[src/rtl/riscv_structures_pkg.sv]
// Shared pipeline bundle types, MEM-stage FSM encoding and LSU defaults.
package riscv_structures;

  typedef struct packed {
    logic [31:0] alu_result;
    logic [31:0] write_data;
    logic        mem_write;
    logic        reg_write;
    logic [4:0]  rd;
    logic        mem_read;
  } ex_to_mem_s;

  typedef struct packed {
    logic [31:0] result;
    logic [4:0]  rd;
    logic        reg_write;
  } mem_to_wb_s;

  typedef enum logic [1:0] {IDLE, ADDR, DATA} mem_state_e;

  localparam int unsigned TIMEOUT = 255;
  localparam int unsigned TIMER_W = 10;

endpackage

[src/rtl/lsu_timer.sv]
// Saturating access timer: counts while enabled, holds at LIMIT-1 and flags expiry.
module lsu_timer #(
  parameter int unsigned W     = 10,
  parameter int unsigned LIMIT = 255
) (
  input  logic clk,
  input  logic rst,
  input  logic clr,
  input  logic en,
  output logic expired
);

  localparam logic [W-1:0] LAST = W'(LIMIT - 1);

  logic [W-1:0] count;

  always_ff @(posedge clk) begin
    if (rst || clr) begin
      count <= '0;
    end else if (en && (count != LAST)) begin
      count <= count + W'(1);
    end
  end

  assign expired = (count == LAST);

endmodule

[src/rtl/mem_stage.sv]
// MEM stage: word loads/stores over a req/gnt/rvalid bus, stalling upstream until done.
module mem_stage
  import riscv_structures::*;
#(
  parameter int unsigned TIMEOUT_CYCLES = TIMEOUT,
  parameter bit          CHECK_ALIGN    = 1'b1
) (
  input  logic        clk,
  input  logic        rst,
  input  ex_to_mem_s  ex_to_mem,
  output logic        stall_o,
  output logic [31:0] bp_mem,
  output logic        dmem_req,
  output logic        dmem_we,
  output logic [31:0] dmem_addr,
  output logic [31:0] dmem_wdata,
  input  logic        dmem_gnt,
  input  logic        dmem_rvalid,
  input  logic [31:0] dmem_rdata,
  output mem_to_wb_s  mem_to_wb,
  output logic        misalign_err,
  output logic        bus_err
);

  mem_state_e  state, state_n;
  mem_to_wb_s  wb_n;
  logic [31:2] lat_addr;
  logic        lat_we;
  logic [31:0] lat_wdata;
  logic [4:0]  lat_rd;
  logic        latch, mis_set, bus_set;
  logic        access, misaligned, timer_expired;

  lsu_timer #(
    .W     (TIMER_W),
    .LIMIT (TIMEOUT_CYCLES)
  ) u_timer (
    .clk     (clk),
    .rst     (rst),
    .clr     (state == IDLE),
    .en      (state != IDLE),
    .expired (timer_expired)
  );

  assign bp_mem     = ex_to_mem.alu_result;
  assign access     = ex_to_mem.mem_write | (ex_to_mem.mem_read & ex_to_mem.reg_write);
  assign misaligned = CHECK_ALIGN && (ex_to_mem.alu_result[1:0] != 2'b00);

  always_comb begin
    state_n    = state;
    stall_o    = 1'b0;
    dmem_req   = 1'b0;
    dmem_we    = lat_we;
    dmem_addr  = {lat_addr, 2'b00};
    dmem_wdata = lat_wdata;
    wb_n       = '0;
    latch      = 1'b0;
    mis_set    = 1'b0;
    bus_set    = 1'b0;
    unique case (state)
      IDLE: begin
        dmem_we    = ex_to_mem.mem_write;
        dmem_addr  = {ex_to_mem.alu_result[31:2], 2'b00};
        dmem_wdata = ex_to_mem.write_data;
        if (!access) begin
          wb_n = '{result: ex_to_mem.alu_result, rd: ex_to_mem.rd, reg_write: ex_to_mem.reg_write};
        end else if (misaligned) begin
          mis_set = 1'b1;
          wb_n    = '{result: '0, rd: ex_to_mem.rd, reg_write: !ex_to_mem.mem_write};
        end else begin
          dmem_req = 1'b1;
          if (!(dmem_gnt && ex_to_mem.mem_write)) begin
            stall_o = 1'b1;
            latch   = 1'b1;
            state_n = dmem_gnt ? DATA : ADDR;
          end
        end
      end
      ADDR: begin
        dmem_req = 1'b1;
        stall_o  = 1'b1;
        if (dmem_gnt) begin
          if (lat_we) begin
            stall_o = 1'b0;
            state_n = IDLE;
          end else begin
            state_n = DATA;
          end
        end else if (timer_expired) begin
          stall_o = 1'b0;
          bus_set = 1'b1;
          state_n = IDLE;
          wb_n    = '{result: '0, rd: lat_rd, reg_write: !lat_we};
        end
      end
      DATA: begin
        stall_o = 1'b1;
        if (dmem_rvalid) begin
          stall_o = 1'b0;
          state_n = IDLE;
          wb_n    = '{result: dmem_rdata, rd: lat_rd, reg_write: 1'b1};
        end else if (timer_expired) begin
          stall_o = 1'b0;
          bus_set = 1'b1;
          state_n = IDLE;
          wb_n    = '{result: '0, rd: lat_rd, reg_write: 1'b1};
        end
      end
      default: state_n = IDLE;
    endcase
    if (rst) dmem_req = 1'b0;
  end

  always_ff @(posedge clk) begin
    if (rst) begin
      state        <= IDLE;
      mem_to_wb    <= '0;
      misalign_err <= 1'b0;
      bus_err      <= 1'b0;
      lat_addr     <= '0;
      lat_we       <= 1'b0;
      lat_wdata    <= '0;
      lat_rd       <= '0;
    end else begin
      state     <= state_n;
      mem_to_wb <= wb_n;
      if (mis_set) misalign_err <= 1'b1;
      if (bus_set) bus_err <= 1'b1;
      if (latch) begin
        lat_addr  <= ex_to_mem.alu_result[31:2];
        lat_we    <= ex_to_mem.mem_write;
        lat_wdata <= ex_to_mem.write_data;
        lat_rd    <= ex_to_mem.rd;
      end
    end
  end

endmodule

[config.mk]
export PLATFORM = sky130hd
export DESIGN_NAME = mem_stage
export DESIGN_NICKNAME = d
export VERILOG_FILES = /design/src/rtl/riscv_structures_pkg.sv /design/src/rtl/lsu_timer.sv /design/src/rtl/mem_stage.sv
export SDC_FILE = /design/constraint.sdc
export NUM_CORES = 1
export LEC_CHECK = 0
export ABC_AREA = 1
export CORE_MARGIN = 8
export CORE_UTILIZATION = 43
export CTS_CLUSTER_SIZE = 8
export DETAILED_ROUTE_END_ITERATION = 8
export GPL_TIMING_DRIVEN = 0
export PLACE_DENSITY = 0.87
export SLEW_MARGIN = 25
export SYNTH_ARGS = -nofsm -noshare
export SYNTH_HDL_FRONTEND = slang
export SYNTH_SLANG_ARGS = --single-unit
[constraint.sdc]
create_clock -name clk -period 2.2 [get_ports clk]
set_input_delay 0.66 -clock clk [delete_from_list [all_inputs] [get_ports clk]]
set_output_delay 0.66 -clock clk [all_outputs]
set_load 0.01 [all_outputs]
# After elaboration in Yosys (flattened, before gate mapping)
# Cells that the tools add are included.
# op_classes
reduce_logical,9
eq_ne,7
muxes,39
bitwise,2
add_sub_neg,1
# op_table
cell,n
$pmux 38 s3,1
$mux 38,2
$mux 32,2
$mux 6,4
$mux 1,18
$mux 2,8
$add 10x1->10 const B,1
$eq 10x8->1 const B,1
$ne 10x8->1 const B,1
$ne 2x2->1 const B,3
$pmux 2 s3,1
$pmux 1 s2,2
$reduce_bool 2->1,2
$pmux 1 s3,1
$reduce_and 3->1,1
$eq 2x1->1 const B,1
$eq 2x2->1 const B,1
$logic_and 1x1->1,2
$logic_not 1->1,2
$logic_not 2->1,1
$and 1x1->1,1
$logic_or 1x1->1,1
$or 1x1->1,1
# word_totals
out_inout_bits,139
wordCells,69
regBits,120
inputBits,108

# Logic depth before layout (Yosys ltp)
# Gate-level depths: netlist (run 1).
# depth
word_depth,5
ltp_mapped,10
mapped_depth_nobuf,10

# Hierarchy
# From an unflattened synthesis (run 1), not the netlist that was laid out.
# hier_totals
cells_unflattened,798
hier_area_um2,5703.0
# modules_own_cells
mod,area_per_inst_um2,n_inst,cells_each
mem_stage,5088.6,1,706
lsu_timer,614.3,1,92

# Worst setup path before layout (run 1)
# OpenSTA, ideal clock, no wires.
# synth_path
kind,input to output
startpoint,input port ex_to_mem[40] (netlist name)
endpoint,output port stall_o
path_slack_ns,0.002
path_stages,7
t_arrival_ns,1.538
t_required_ns,1.540
path_cell_list,nor2_4 nand2_2 inv_2 nand3_4 buf_6 buf_8 a31oi_2
# synth_via
elab_chain_len,4
# synth_rtl
item,line_no,source
from (decl),mem_stage.sv:10,"input ex_to_mem_s ex_to_mem,"
$reduce_bool 2->1,mem_stage.sv:47,assign misaligned = CHECK_ALIGN && (ex_to_mem.alu_result[1:0] != 2'b00);
$mux 1,mem_stage.sv:67,end else if (misaligned) begin
$mux 1,mem_stage.sv:65,if (!access) begin
$pmux 1 s3,mem_stage.sv:60,unique case (state)
to (decl),mem_stage.sv:11,"output logic stall_o,"
# Every way passes these cells.

# Final worst setup path (run 1)
# layout_path
startpoint,register state[0]
endpoint,output port dmem_req
# layout_via
elab_chain_len,3
elab_cells_between_ends,4
cone_classes,eq/ne (1); mux (2); reduce/logical (1)
# layout_rtl
item,line_no,source
from (decl),mem_stage.sv:25,"mem_state_e state, state_n;"
from (signal assigned),mem_stage.sv:125,state <= state_n;
$eq 2x1->1 or $logic_not 2->1 (tied branches),mem_stage.sv:60,
$pmux 1 s2 *,mem_stage.sv:60,
$mux 1 *,mem_stage.sv:111,if (rst) dmem_req = 1'b0;
to (decl),mem_stage.sv:13,"output logic dmem_req,"
# Mark *: on every way between the ends. The rest lies on a longest branch, timed or not.

==> results of run 1 <==
==> layer usage <==
| layer | up-vias | share of wire, % |
|---|---|---|
| met2 | 332 | 51 |
| met4 | 0 | 3.3 |
| met3 | 69 | 8.5 |
| li1 | 3142 | - |
| met1 | 3109 | 37 |
| met5 | - | 0 |
==> placed cells by master, fill, tap and decap left out, types with 18 or more instances in the layout <==
master           netlist  final
nor2_1                56     54
buf_2                  7     64
clkdlybuf4s50_1        0    113
o21ai_2                1     39
dfxtp_1              120    117
nand2_4                2     44
inv_1                 82     78
o21ai_1                0     22
buf_4                 37     74
nand3_1               19     18
o21ai_0              128     65
clkbuf_16              0     25
dlygate4sd2_1          0     18
nand2_1              124     60
a21oi_1              114    112
nand2_2                8     29
==> cell usage after synthesis (2+ instances only) <==
cell / instances
buf_4: 37
dfxtp_1: 120
inv_2: 4
xor2_1: 3
buf_6: 9
clkbuf_2: 6
clkbuf_1: 21
ha_1: 6
a21oi_2: 6
buf_2: 7
nand2_4: 2
o21ai_0: 128
nor3_1: 3
nor2_1: 56
nand2_1: 124
a21oi_1: 114
nand4_1: 9
nand2_2: 8
nand3_1: 19
nor2_4: 3
inv_1: 82
nor2_2: 2
==> worst reg2reg max path: cells and delay by family (launching register included) <==
family,cells,cell delay [ns]
AO/OA/AOI/OAI,1,0.19
buffers and inverters,3,0.79
flip-flops,1,0.35
AND/OR/NAND/NOR,2,0.25
adder cells (fa/ha/maj),1,0.18
==> repair_timing <==
action / 4_1_cts / 5_1_grt
cloned: 3 / 6
pin swaps: 18 / 54
setup buffers: 17 / 22
setup endpoints to repair: 97 / 79
resized for setup: 540 / 186
==> flip-flops by register name, indices dropped and copies added, names as in the netlist <==
| signal | flops |
|---|---|
| mem_to_wb | 38 |
| lat_wdata | 32 |
| lat_addr | 30 |
| u_timer.count | 10 |
| lat_rd | 5 |
| state | 2 |
| bus_err | 1 |
| lat_we | 1 |
| misalign_err | 1 |
==> metrics by stage <==
step	utilization, %	instances	setup TNS [ns]	total power, mW
final	76.67	1278	-10.89	7.223
after global routing	76.67	1278	-14.86	7.497
after CTS	70.72	1254	-14.60	6.940
after detailed placement	63.85	1203	-60.58	3.795
after global placement	63.85	1203	-57.41	3.777
after floorplan	-	783	0	2.999
==> worst max path at each step <==
stage	slack (ns)	to	cells past startpoint	startpoint
2_1_floorplan	0.002	stall_o	7	ex_to_mem[40]
3_3_place_gp	-1.35	stall_o	9	ex_to_mem[40]
3_5_place_dp	-1.33	stall_o	9	ex_to_mem[40]
4_1_cts	-0.28	dmem_req	9	state[1]
5_1_grt	-0.30	stall_o	8	u_timer.count[0]
6_report	-0.26	dmem_req	8	state[0]
==> cell families after synthesis <==
group                    Yosys count  share of synthesized area (%)
AND/OR/NAND/NOR                  229                          17.51
other                              1                        0.06593
buffers and inverters            170                          15.38
XOR/XNOR                           4                         0.6160
flip-flops                       120                          42.23
adder cells (fa/ha/maj)            6                          1.320
AO/OA/AOI/OAI                    252                          22.88
==> power groups by stage <==
stage	Clock, mW	Combinational, mW	Sequential [mW]
finish	3.07	1.83	2.33
global route	3.22	1.94	2.34
CTS	3.09	1.52	2.32
detailed placement	0	1.43	2.37
global placement	0	1.41	2.37
floorplan	0	0.614	2.39
==> layout make-up <==
| class | count | area [µm²] | area share, % |
|---|---|---|---|
| inverters | 88 | 342.8 | 3.417 |
| clock buffers | 26 | 529.3 | 5.276 |
| flip-flops and latches | 120 | 2406 | 23.98 |
| repair buffers | 290 | 2651 | 26.43 |
| plain buffers | 79 | 710.7 | 7.084 |
| well taps | 176 | 220.2 | 2.195 |
| multi-input cells | 493 | 3039 | 30.29 |
| clock inverters | 6 | 132.6 | 1.322 |
==> flow_summary.ini, run 1 <==
[critical_path]
r2r_end = mem_to_wb[20]
crit_type = register to output port
rr_worst_depth = 7
cpMostUsedCell = buf_12
critPathTopFamily = buffers and inverters
timing.rr.start = state[1]
crit_fanout = 6
path_cells = inv_2, ha_4, buf_12, buf_12, clkbuf_16, nand2_4, a21oi_2, buf_2
end_kind = output port
r2r_slack_ns = 0.36
worstSetupStartpointType = register
worstPathRequired_ns = 1.54
crit_buf_inv = 5
crit_path_top_delay_cell = dfxtp_2
max_stage_delay_ns = 0.33
arrival_ns = 1.80

[finish]
area_growth_pct = 76.37
nNetsFinal = 1203
final_area_um2 = 10030
drive_gt1_share_pct = 34.48
fillers = 914
antenna_cells = 0

[floorplan]
die_w_um = 131.0
rows = 42
io_pins = 247
start_util_pct = 43.47
core_area_um2 = 13090
die-area_um2 = 17160
die_y_um = 131.0

[power]
p_seq_share_pct = 32.2
leakage_nw = 4.325
p_sw_mw = 1.938
netSwitchingFraction_pct = 26.83
p_int_mw = 5.285
power_frac_clock_pct = 42.5
ir_drop_mv = 0.5149
power_density_nw_per_um2 = 720.0
combPwrFrac_pct = 25.3

[synth]
ys_seq_area_share_pct = 42.23
synth_largest_area_cell = dfxtp_1
async_flop_share_pct = 0
yosys_register_bits = 120
avgSynthCellArea_um2 = 7.274
synth-warning-count = 0
synth-edff-count = 0
synth_area_leaders = dfxtp_1 (42%), o21ai_0 (11%), a21oi_1 (10%), nand2_1 (8.2%), inv_1 (5.4%)
synth_top_area_share_pct = 42.23
synthFlopType = dfxtp_1
syn_area_um2 = 5688
synthCells = 782
yosysUniqueCellTypes = 35

[drt]
drt_iter0_drc = 483
ant_nets = 0
viasPerCell = 5.205
wire_per_inst_um = 17.99
drt_first_pass_iters = 5
vias = 6652
wl_um = 22990
drc = 0

[clocking]
htreeDepth = 4
cts_hold_buf = 0
cts_made_buffers = 17
cts_tree = done
root_buffer = clkbuf_16
clock_path_buffers = 2
cts_sinks = 120
clk_pin_slew_ns = 0.06
clk_latency_ns = 0.42

[min_path]
hold_end = lat_wdata[13]
hold_path_class = register to register
worstHoldStart = lat_wdata[13]
whs_path_depth = 2

[global_route]
grt_most_used_layer = met2
overflow = 0
use_met1_pct = 26.39
grt_pass1_vias = 6303
antenna_found_initial = 0
grt_usage_pct = 24.38
grt.met2_usage_pct = 42.73
grt_start_max_net_pins = 17
grt_use_met3_pct = 7.427
grt_pass1_wl_um = 32490

[timing]
report.final.slew_viol_count = 0
tightest_slew_ns = 0.6822
post-route-min-period_ns = 2.461
rsz0062_at_grt = yes
min_period_over_period_pct = 111.8
max_freq_mhz = 406.4
worst_slack_ns = -0.2606
timing.hold.ws_ns = 0.4568
setup_viol = 65
hold_viol_final = 0
slew_headroom_pct = 54.52
skew_ns = 0.01326

[place]
dp_hpwl_um = 14730
portBuffers = 244
dpl_cell_area_um2 = 8354
place.gp.congestion = 0.8647
place_ws_ns = -1.333

[outcome]
outcome = finished with violations
violations = setup timing

[run]
maxCapViolations = 0
Power figures use the tool's default switching activity.
==> run 2, diff against run 1 <==
--- a/config.mk
+++ b/config.mk
@@ -12,7 +12,7 @@
 export DETAILED_ROUTE_END_ITERATION = 8
 export GPL_TIMING_DRIVEN = 0
 export PLACE_DENSITY = 0.87
-export SLEW_MARGIN = 25
+export SLEW_MARGIN = 20
 export SYNTH_ARGS = -nofsm -noshare
 export SYNTH_HDL_FRONTEND = slang
 export SYNTH_SLANG_ARGS = --single-unit
==> results of run 2 <==
Final layout, timing and power as in run 1 (identical DEF).
==> run 3, diff against run 2 <==
--- a/config.mk
+++ b/config.mk
@@ -15,4 +15,5 @@
 export SLEW_MARGIN = 20
 export SYNTH_ARGS = -nofsm -noshare
 export SYNTH_HDL_FRONTEND = slang
+export SYNTH_HIERARCHICAL = 1
 export SYNTH_SLANG_ARGS = --single-unit
==> run 3 against run 2 <==
  * The run still ends with setup timing left
  * Synthesized cell count increased by 2.0%
  * Sequential share of layout area up 1.1 points
  * Die area up 0.24%
  * Power is 0.50% higher
  * Via count rose by 2.8%
  * Core utilization decreased by 3.1 points
  * Sequential cell count stayed put
  * Critical path depth unchanged
  * Global-route usage is 0.59 points higher
  * Largest power group unchanged
  * Highest routed layer is now met5
==> flow_summary.ini, run 3 <==
[outcome]
outcome = finished with violations
violations = setup timing

[synth]
async_flop_share_pct = 0
synthCells = 798
syn_area_um2 = 5703
yosysUniqueCellTypes = 28
yosys_register_bits = 120
synth-warning-count = 6
yosysMostFrequentCell = dfxtp_1
synth_top_area_share_pct = 42.12
synth_largest_area_cell = dfxtp_1
synthTopCellsByCount = dfxtp_1 (120), o21ai_0 (118), nand2_1 (117)
synth_area_leaders = dfxtp_1 (42%), o21ai_0 (10%), a21oi_1 (10%), nand2_1 (7.7%), inv_1 (5.5%)
synth-edff-count = 0
ys_seq_area_share_pct = 42.12
avgSynthCellArea_um2 = 7.147
synthFlopType = dfxtp_1

[clocking]
cts_tree = done
clk_latency_ns = 0.42
root_buffer = clkbuf_16
htreeDepth = 4
clk_pin_slew_ns = 0.05
cts_made_buffers = 17
cts_sinks = 120
clock_path_buffers = 2

[critical_path]
crit_type = register to output port
critPathTopFamily = buffers and inverters
cpMostUsedCell = clkbuf_16
end_kind = output port
crit_fanout = 7
crit_buf_inv = 5
crit_path_top_delay_cell = dfxtp_4
path_cells = inv_4, ha_4, buf_12, clkbuf_16, clkbuf_16, nand2_2, o21ai_1, buf_2
worstSetupStartpointType = register
arrival_ns = 1.76
max_stage_delay_ns = 0.36
worstPathRequired_ns = 1.54

[finish]
reg_top3 = mem_to_wb: 38 flops, lat_wdata: 32 flops, lat_addr: 30 flops
register_area_um2 = 2420
nNetsFinal = 1206
largest_register = mem_to_wb
final_common_cell = dfxtp_1
final_area_um2 = 9628
area_growth_pct = 68.82
largest_reg_flops = 38
multiInputGateArea_um2 = 2859
fillers = 958
final_cell_mix = dfxtp_1 (114), a21oi_1 (113), clkdlybuf4s50_1 (112), inv_1 (77), buf_2 (70)
drive_gt1_share_pct = 28.69

[floorplan]
start_util_pct = 43.58
die_y_um = 131.2
io_pins = 247
die-area_um2 = 17200
rows = 42
die_w_um = 131.2
core_area_um2 = 13090

[global_route]
antenna_found_initial = 2
grt_pass1_vias = 6481
grt_start_max_net_pins = 19
grt_pass1_wl_um = 34900
grt_usage_pct = 24.97
overflow = 0

[place]
dpl_cell_area_um2 = 8363
dp_hpwl_um = 15660
portBuffers = 243
place.gp.congestion = 0.8635
place_ws_ns = -1.516

[timing]
worst_slack_ns = -0.2155
hold_viol_final = 0
timing.hold.ws_ns = 0.4512
post-route-min-period_ns = 2.416
slew_headroom_pct = 55.59
setup_viol = 65
max_freq_mhz = 414.0
report.final.slew_viol_count = 0
rsz0062_at_grt = yes
skew_ns = 0.009123
min_period_over_period_pct = 109.8
tightest_slew_ns = 0.6661

[drt]
wire_per_inst_um = 18.03
drc = 0
drt_first_pass_iters = 6
vias = 6836
viasPerCell = 5.332
ant_nets = 0
drt_iter0_drc = 593
wl_um = 23120

[power]
power_density_nw_per_um2 = 754.0
leakage_nw = 4.062
p_total_mw = 7.260
ir_drop_mv = 0.5939

[min_path]
hold_path_class = register to register

[run]
maxCapViolations = 0
[run 3: tightest hold or removal path: stages (launching register included)]
cell and delay, ns:
dfxtp_1 0.29, inv_1 0.06, a21oi_1 0.05
[run 3: path summary, 6_finish.rpt]
check / depth (start not counted) / slack [ns] / end / startpoint
worst max-delay path: 8 / -0.22 / dmem_addr[27] / state[0]
worst min-delay path: 2 / 0.45 / lat_addr[5] / lat_addr[5]
worst max register to register: 6 / 0.22 / mem_to_wb[17] / state[0]
worst min register to register: 2 / 0.45 / lat_addr[5] / lat_addr[5]
[run 3: area by class of cell]
class / instances / share of cell area (%)
plain buffers: 89 / 6.550
flip-flops and latches: 120 / 25.13
diodes: 1 / 0.02599
clock buffers: 23 / 4.860
well taps: 176 / 2.287
clock inverters: 9 / 1.767
repair buffers: 276 / 26.22
inverters: 86 / 3.457
multi-input cells: 502 / 29.69
[run 3: report_power, final]
| part | leakage, nW | switching [mW] | total, mW | internal (mW) |
|---|---|---|---|---|
| registers | 0.984 | 0.0379 | 2.34 | 2.30 |
| logic | 2.76 | 0.999 | 1.89 | 0.886 |
| clock network | 0.315 | 0.976 | 3.04 | 2.06 |
| total | 4.06 | 2.01 | 7.26 | 5.25 |
[run 3: logic make-up after synthesis]
group	synth area share, %
compound gates	21.83
simple gates	19.70
buf+inv	14.50
flops	42.12
fa+ha+maj	1.316
xor+xnor	0.4608
other cells	0.06576
[run 3: metrics by stage]
stage / instances / util, % / TNS (ns)
floorplan: 799 / - / 0
global placement: 1218 / 63.91 / -90.93
detailed placement: 1218 / 63.91 / -97.13
CTS: 1271 / 69.76 / -11.64
global route: 1282 / 73.58 / -15.27
finish: 1282 / 73.58 / -10.77
[run 3: layer usage]
| layer | global-route usage, % | vias to the layer above | wire length, µm |
|---|---|---|---|
| met5 | 0 | - | 8 |
| met4 | 12.33 | 2 | 643 |
| met3 | 7.965 | 49 | 2238 |
| met2 | 40.52 | 377 | 11200 |
| met1 | 29.19 | 3172 | 9023 |
| li1 | - | 3236 | - |
[run 3: what timing repair did]
item                       in CTS  in global routing
cloned                          1                  7
setup buffers                  22                  3
setup endpoints to repair      97                 87
gates resized for setup       529                122
hold buffers                    0                  0
hold endpoints to repair        0                  0
pin swaps                      10                 31
